## src/rtl/cdc_arb_pkg.sv

```systemverilog
// +------------------------------------------------------------------+
// | cdc_arb_pkg : shared types and constants for cdc_tx_arbiter        |
// | Rev 1.0                                                            |
// +------------------------------------------------------------------+
`default_nettype none

package cdc_arb_pkg;

  localparam int DATA_W          = 64;
  localparam int DEF_NUM_REQ     = 4;
  localparam int DEF_HOLD_CYCLES = 4;
  localparam int DEF_GAP_CYCLES  = 4;

  typedef enum logic [1:0] {
    ST_IDLE = 2'd0,
    ST_HOLD = 2'd1,
    ST_GAP  = 2'd2
  } state_e;

endpackage

`default_nettype wire

```

## src/rtl/cdc_arb_picker.sv

```systemverilog
// +------------------------------------------------------------------+
// | cdc_arb_picker : combinational winner select, search from ptr_i    |
// | Rev 1.0                                                            |
// +------------------------------------------------------------------+
`default_nettype none

module cdc_arb_picker
  import cdc_arb_pkg::*;
#(
  parameter int NUM_REQ = DEF_NUM_REQ,
  parameter int IDX_W   = $clog2(NUM_REQ)
) (
  input  logic [NUM_REQ-1:0] req_i,
  input  logic [IDX_W-1:0]   ptr_i,
  output logic [NUM_REQ-1:0] gnt_o,
  output logic [IDX_W-1:0]   idx_o,
  output logic               any_o
);

  // Rotating search: the first set request at or after ptr_i wins.
  always_comb begin
    gnt_o = '0;
    idx_o = '0;
    any_o = 1'b0;
    for (int k = 0; k < NUM_REQ; k++) begin
      if (!any_o && req_i[(int'(ptr_i) + k) % NUM_REQ]) begin
        any_o = 1'b1;
        gnt_o[(int'(ptr_i) + k) % NUM_REQ] = 1'b1;
        idx_o = IDX_W'((int'(ptr_i) + k) % NUM_REQ);
      end
    end
  end

endmodule

`default_nettype wire

```

## src/rtl/cdc_tx_arbiter.sv

```systemverilog
// +------------------------------------------------------------------+
// | cdc_tx_arbiter : N-to-1 arbiter feeding a 64-bit hold/gap CDC path |
// | Option: CDC_ARB_FIXED_PRIO_EN selects fixed priority (lowest wins) |
// | Rev 1.0                                                            |
// +------------------------------------------------------------------+
`default_nettype none

module cdc_tx_arbiter
  import cdc_arb_pkg::*;
#(
  parameter int NUM_REQ     = DEF_NUM_REQ,
  parameter int HOLD_CYCLES = DEF_HOLD_CYCLES,
  parameter int GAP_CYCLES  = DEF_GAP_CYCLES
) (
  input  logic                      usb_clk,
  input  logic                      rst_n,
  input  logic [NUM_REQ-1:0]        req_valid_i,
  input  logic [NUM_REQ*DATA_W-1:0] req_data_i,
  output logic [NUM_REQ-1:0]        req_ready_o,
  output logic [DATA_W-1:0]         usb_data_o,
  output logic                      usb_data_valid_o,
  output logic [$clog2(NUM_REQ)-1:0] grant_id_o,
  output logic                      busy_o
);

  localparam int ID_W   = $clog2(NUM_REQ);
  localparam int MAX_PH = (HOLD_CYCLES > GAP_CYCLES) ? HOLD_CYCLES : GAP_CYCLES;
  localparam int CNT_W  = $clog2(MAX_PH + 1);

  state_e              state_q, state_d;
  logic [CNT_W-1:0]    cnt_q, cnt_d;
  logic [DATA_W-1:0]   data_q;
  logic [ID_W-1:0]     gid_q;
  logic [ID_W-1:0]     ptr;
  logic [NUM_REQ-1:0]  pick_gnt;
  logic [ID_W-1:0]     pick_idx;
  logic                pick_any;
  logic                accept;

`ifdef CDC_ARB_FIXED_PRIO_EN
  assign ptr = '0;
`else
  logic [ID_W-1:0] ptr_q;
  assign ptr = ptr_q;

  always_ff @(posedge usb_clk or negedge rst_n) begin
    if (!rst_n) begin
      ptr_q <= '0;
    end else if (accept) begin
      ptr_q <= (pick_idx == ID_W'(NUM_REQ - 1)) ? '0 : pick_idx + 1'b1;
    end
  end
`endif

  cdc_arb_picker #(
    .NUM_REQ (NUM_REQ),
    .IDX_W   (ID_W)
  ) u_picker (
    .req_i (req_valid_i),
    .ptr_i (ptr),
    .gnt_o (pick_gnt),
    .idx_o (pick_idx),
    .any_o (pick_any)
  );

  assign accept = (state_q == ST_IDLE) && pick_any;

  always_comb begin
    state_d = state_q;
    cnt_d   = cnt_q + 1'b1;
    unique case (state_q)
      ST_IDLE: begin
        cnt_d = '0;
        if (pick_any) state_d = ST_HOLD;
      end
      ST_HOLD: begin
        if (cnt_q == CNT_W'(HOLD_CYCLES - 1)) begin
          state_d = ST_GAP;
          cnt_d   = '0;
        end
      end
      ST_GAP: begin
        if (cnt_q == CNT_W'(GAP_CYCLES - 1)) begin
          state_d = ST_IDLE;
          cnt_d   = '0;
        end
      end
      default: begin
        state_d = ST_IDLE;
        cnt_d   = '0;
      end
    endcase
  end

  always_ff @(posedge usb_clk or negedge rst_n) begin
    if (!rst_n) begin
      state_q <= ST_IDLE;
      cnt_q   <= '0;
      data_q  <= '0;
      gid_q   <= '0;
    end else begin
      state_q <= state_d;
      cnt_q   <= cnt_d;
      if (accept) begin
        data_q <= req_data_i[int'(pick_idx)*DATA_W +: DATA_W];
        gid_q  <= pick_idx;
      end
    end
  end

  // Ready is gated by rst_n so it is dead while reset is held.
  assign req_ready_o      = (accept && rst_n) ? pick_gnt : '0;
  assign usb_data_o       = data_q;
  assign grant_id_o       = gid_q;
  assign usb_data_valid_o = (state_q == ST_HOLD);
  assign busy_o           = (state_q != ST_IDLE);

endmodule

`default_nettype wire

```

## config.mk

```make
export PLATFORM = sky130hd
export DESIGN_NAME = cdc_tx_arbiter
export DESIGN_NICKNAME = d
export VERILOG_FILES = /design/src/rtl/cdc_arb_pkg.sv /design/src/rtl/cdc_arb_picker.sv /design/src/rtl/cdc_tx_arbiter.sv
export SDC_FILE = /design/constraint.sdc
export NUM_CORES = 1
export LEC_CHECK = 0
export ABC_AREA = 1
export BUFFER_PORTS_ARGS = -buffer_cell sky130_fd_sc_hd__buf_2
export CAP_MARGIN = 20
export CELL_PAD_IN_SITES_DETAIL_PLACEMENT = 1
export CELL_PAD_IN_SITES_GLOBAL_PLACEMENT = 1
export CORE_AREA = 8 8 106 205
export DETAILED_ROUTE_END_ITERATION = 10
export DIE_AREA = 0 0 114 213
export HOLD_SLACK_MARGIN = 0.03
export PLACE_DENSITY = 0.94
export SKIP_CTS_REPAIR_TIMING = 1
export SLEW_MARGIN = 20
export SYNTH_ARGS = -nofsm -noshare
export SYNTH_HDL_FRONTEND = slang
export SYNTH_HIERARCHICAL = 1
export SYNTH_SLANG_ARGS = --single-unit
```

## constraint.sdc

```tcl
create_clock -name usb_clk -period 6.9 [get_ports usb_clk]
set_input_delay 1.035 -clock usb_clk [delete_from_list [all_inputs] [get_ports usb_clk]]
set_output_delay 1.035 -clock usb_clk [all_outputs]
set_load 0.1 [all_outputs]
```

==> impl_metrics.json <==
{
  "outcome": "finished, final reports clean",
  "antenna_found_initial": 0,
  "final_antenna_net_count": 0,
  "die_h_um": 213,
  "nets": 1584,
  "synth-seq-cells": 73,
  "io_pins": 334,
  "fill_cells": 2726,
  "synthCells": 1016,
  "slew_violations": 0,
  "worstSkewPairLatency_ns": 0.33,
  "crit_buf_inv": 4,
  "fin_crit_sh_pct": 63.0,
  "grt_overflow": 0,
  "cts_sinks": 73,
  "vias": 7243,
  "worst_path_max_delay_cell": "dfrtp_1",
  "cp_cell_sequence": "inv_2 -> ha_1 -> inv_1 -> nand2_1 -> nand2_2 -> nor2_4 -> nand4_1 -> nand2_2 -> inv_2 -> nand2_1 -> nor2_1 -> buf_2",
  "rsz0062_at_grt": "false",
  "yosys_warnings": 6,
  "syn_nets": 1289,
  "start_util_pct": 30.4,
  "firstDrtPassIters": 4,
  "syn_to_final_growth_pct": 35.8,
  "cp-end-kind": "output port",
  "hp-class": "register to register",
  "drtIter0Drc": 249,
  "grt_max_degree": 130,
  "max_freq_mhz": 230,
  "critPathRequiredTime_ns": 5.86,
  "slowest_delay_ns": 0.53,
  "fin_skew_ns": 0.00919,
  "layout_commonest_cell": "nand2_1",
  "wl_per_cell_um": 15.4,
  "period_needed_ns": 4.34,
  "avgSynthCellArea_um2": 5.72,
  "worst_pin_slew_ns": 0.905,
  "port_buffers": 333,
  "num_rows": 72,
  "finalWeightedCongestion": 0.883,
  "grt_use_total_pct": 19.5,
  "worstPathMaxFanout": 36,
  "timing.slew.headroom_pct": 39.6,
  "report.final.hold_viol_count": 0,
  "clockBufferDepth": 2,
  "die_area_um2": 24300,
  "crit_family": "buffers and inverters",
  "viasPerCell": 4.60,
  "drv_cap": 0,
  "final_cell_mix": "nand2_1, buf_2, inv_1",
  "drc_errors": 0,
  "core_um2": 19100,
  "htreeDepth": 3,
  "finalSetupViolCount": 0,
  "grt_pass1_wl_mm": 38.3,
  "critPathLaunchType": "register",
  "netlist_area_um2": 5810,
  "grt_pass1_vias": 8000,
  "critical_path_class": "register to output port",
  "die_x_um": 114,
  "dp_hpwl_mm": 19.2,
  "wirelength_mm": 24.2,
  "drive_above_1_share_pct": 28.3,
  "numCtsBuffers": 9,
  "clkTransAtPathRegs_ns": 0.06,
  "ys_seq_area_share_pct": 31.4,
  "synth_cell_types": 21,
  "cts_tree": "yes",
  "critPathArrivalTime_ns": 3.31,
  "ctsRootBufferMaster": "clkbuf_16",
  "final.setup.tns_ns": 0
}
[synthesized netlist by cell type]
library cell	n	area share, %
o21ai_0	2	0.17
nand2_2	8	0.86
a21oi_1	8	0.69
o21a_1	1	0.13
nor2_1	10	0.65
clkbuf_1	3	0.19
buf_2	38	3.3
buf_6	1	0.19
buf_4	10	1.3
a21boi_0	4	0.52
nand2_4	1	0.19
nand3_2	1	0.17
nand3_1	109	9.4
inv_2	4	0.26
ha_1	11	2.4
nand4_1	7	0.75
dfrtp_1	73	31
nor2_4	3	0.58
inv_1	143	9.2
nand2_1	578	37
nand3_4	1	0.30
[worst register-to-register path, delay by kind of cell (launching register included)]
kind                     cells  cell delay (ns)
AND/OR/NAND/NOR              7             2.20
adder cells (fa/ha/maj)      1             0.42
buffers and inverters        3             0.81
AO/OA/AOI/OAI                1             0.13
flip-flops                   1             0.53
[area by class of cell]
cell class	count	area, um2	share of cell area (%)
repair buffers	336	1690	21.4
inverters	147	557	7.06
well taps	259	324	4.11
clock inverters	3	46.3	0.587
flip-flops and latches	73	1830	23.2
diodes	1	2.50	0.0317
clock buffers	13	280	3.55
multi-input cells	744	3160	40.1
[sequential cells by signal, summed over array words and instances, names as in the netlist]
name and flops:
cnt_q 3, usb_data_o 64, ptr 2, state_q 2
grant_id_o 2
[cells by family (layout without fill, tap and decap cells)]
logic type      after synthesis  after routing  share of synthesized area (%)
buf+inv                     199            499                           14.4
flops                        73             73                           31.4
fa+ha+maj                    11             11                           2.37
simple gates                718            718                           50.2
compound gates               15             15                           1.51
other cells                   0              1                              0
[worst paths after layout]
| path | startpoint | end | slack [ns] | cells after the start |
|---|---|---|---|---|
| worst max-delay path | ptr[0] | req_ready_o[3] | 2.56 | 12 |
| worst min-delay path | cnt_q[0] | cnt_q[0] | 0.45 | 1 |
| worst max register to register | ptr[0] | usb_data_o[12] | 2.75 | 12 |
| worst min register to register | cnt_q[0] | cnt_q[0] | 0.45 | 1 |
| max in group asynchronous | rst_n | usb_data_o[5] | 5.29 | 2 |
| min in group asynchronous | rst_n | usb_data_o[46] | 0.61 | 1 |
[per-stage QoR]
stage / worst slack, ns / area [um2] / cells / hold slack (ns) / util (%)
2_1_floorplan: 2.61 / 5810 / 1016 / 0.406 / -
3_3_place_gp: 2.83 / 7560 / 1559 / 0.416 / 39.6
3_5_place_dp: 2.64 / 7560 / 1559 / 0.447 / 39.6
4_1_cts: 2.51 / 7890 / 1575 / 0.455 / 41.3
5_1_grt: 2.23 / 7890 / 1575 / 0.459 / 41.3
6_report: 2.56 / 7890 / 1576 / 0.447 / 41.3
[layer usage]
layer	global-route usage [%]	share of wire [%]	vias to the layer above
li1	-	-	3595
met4	8.18	3.2	0
met3	6.88	9.0	45
met5	0	0	-
met2	33.1	48	315
met1	21.4	40	3288
Power is not shown: default switching activity piles up to over one toggle a cycle in this logic, so the estimate is an artifact.
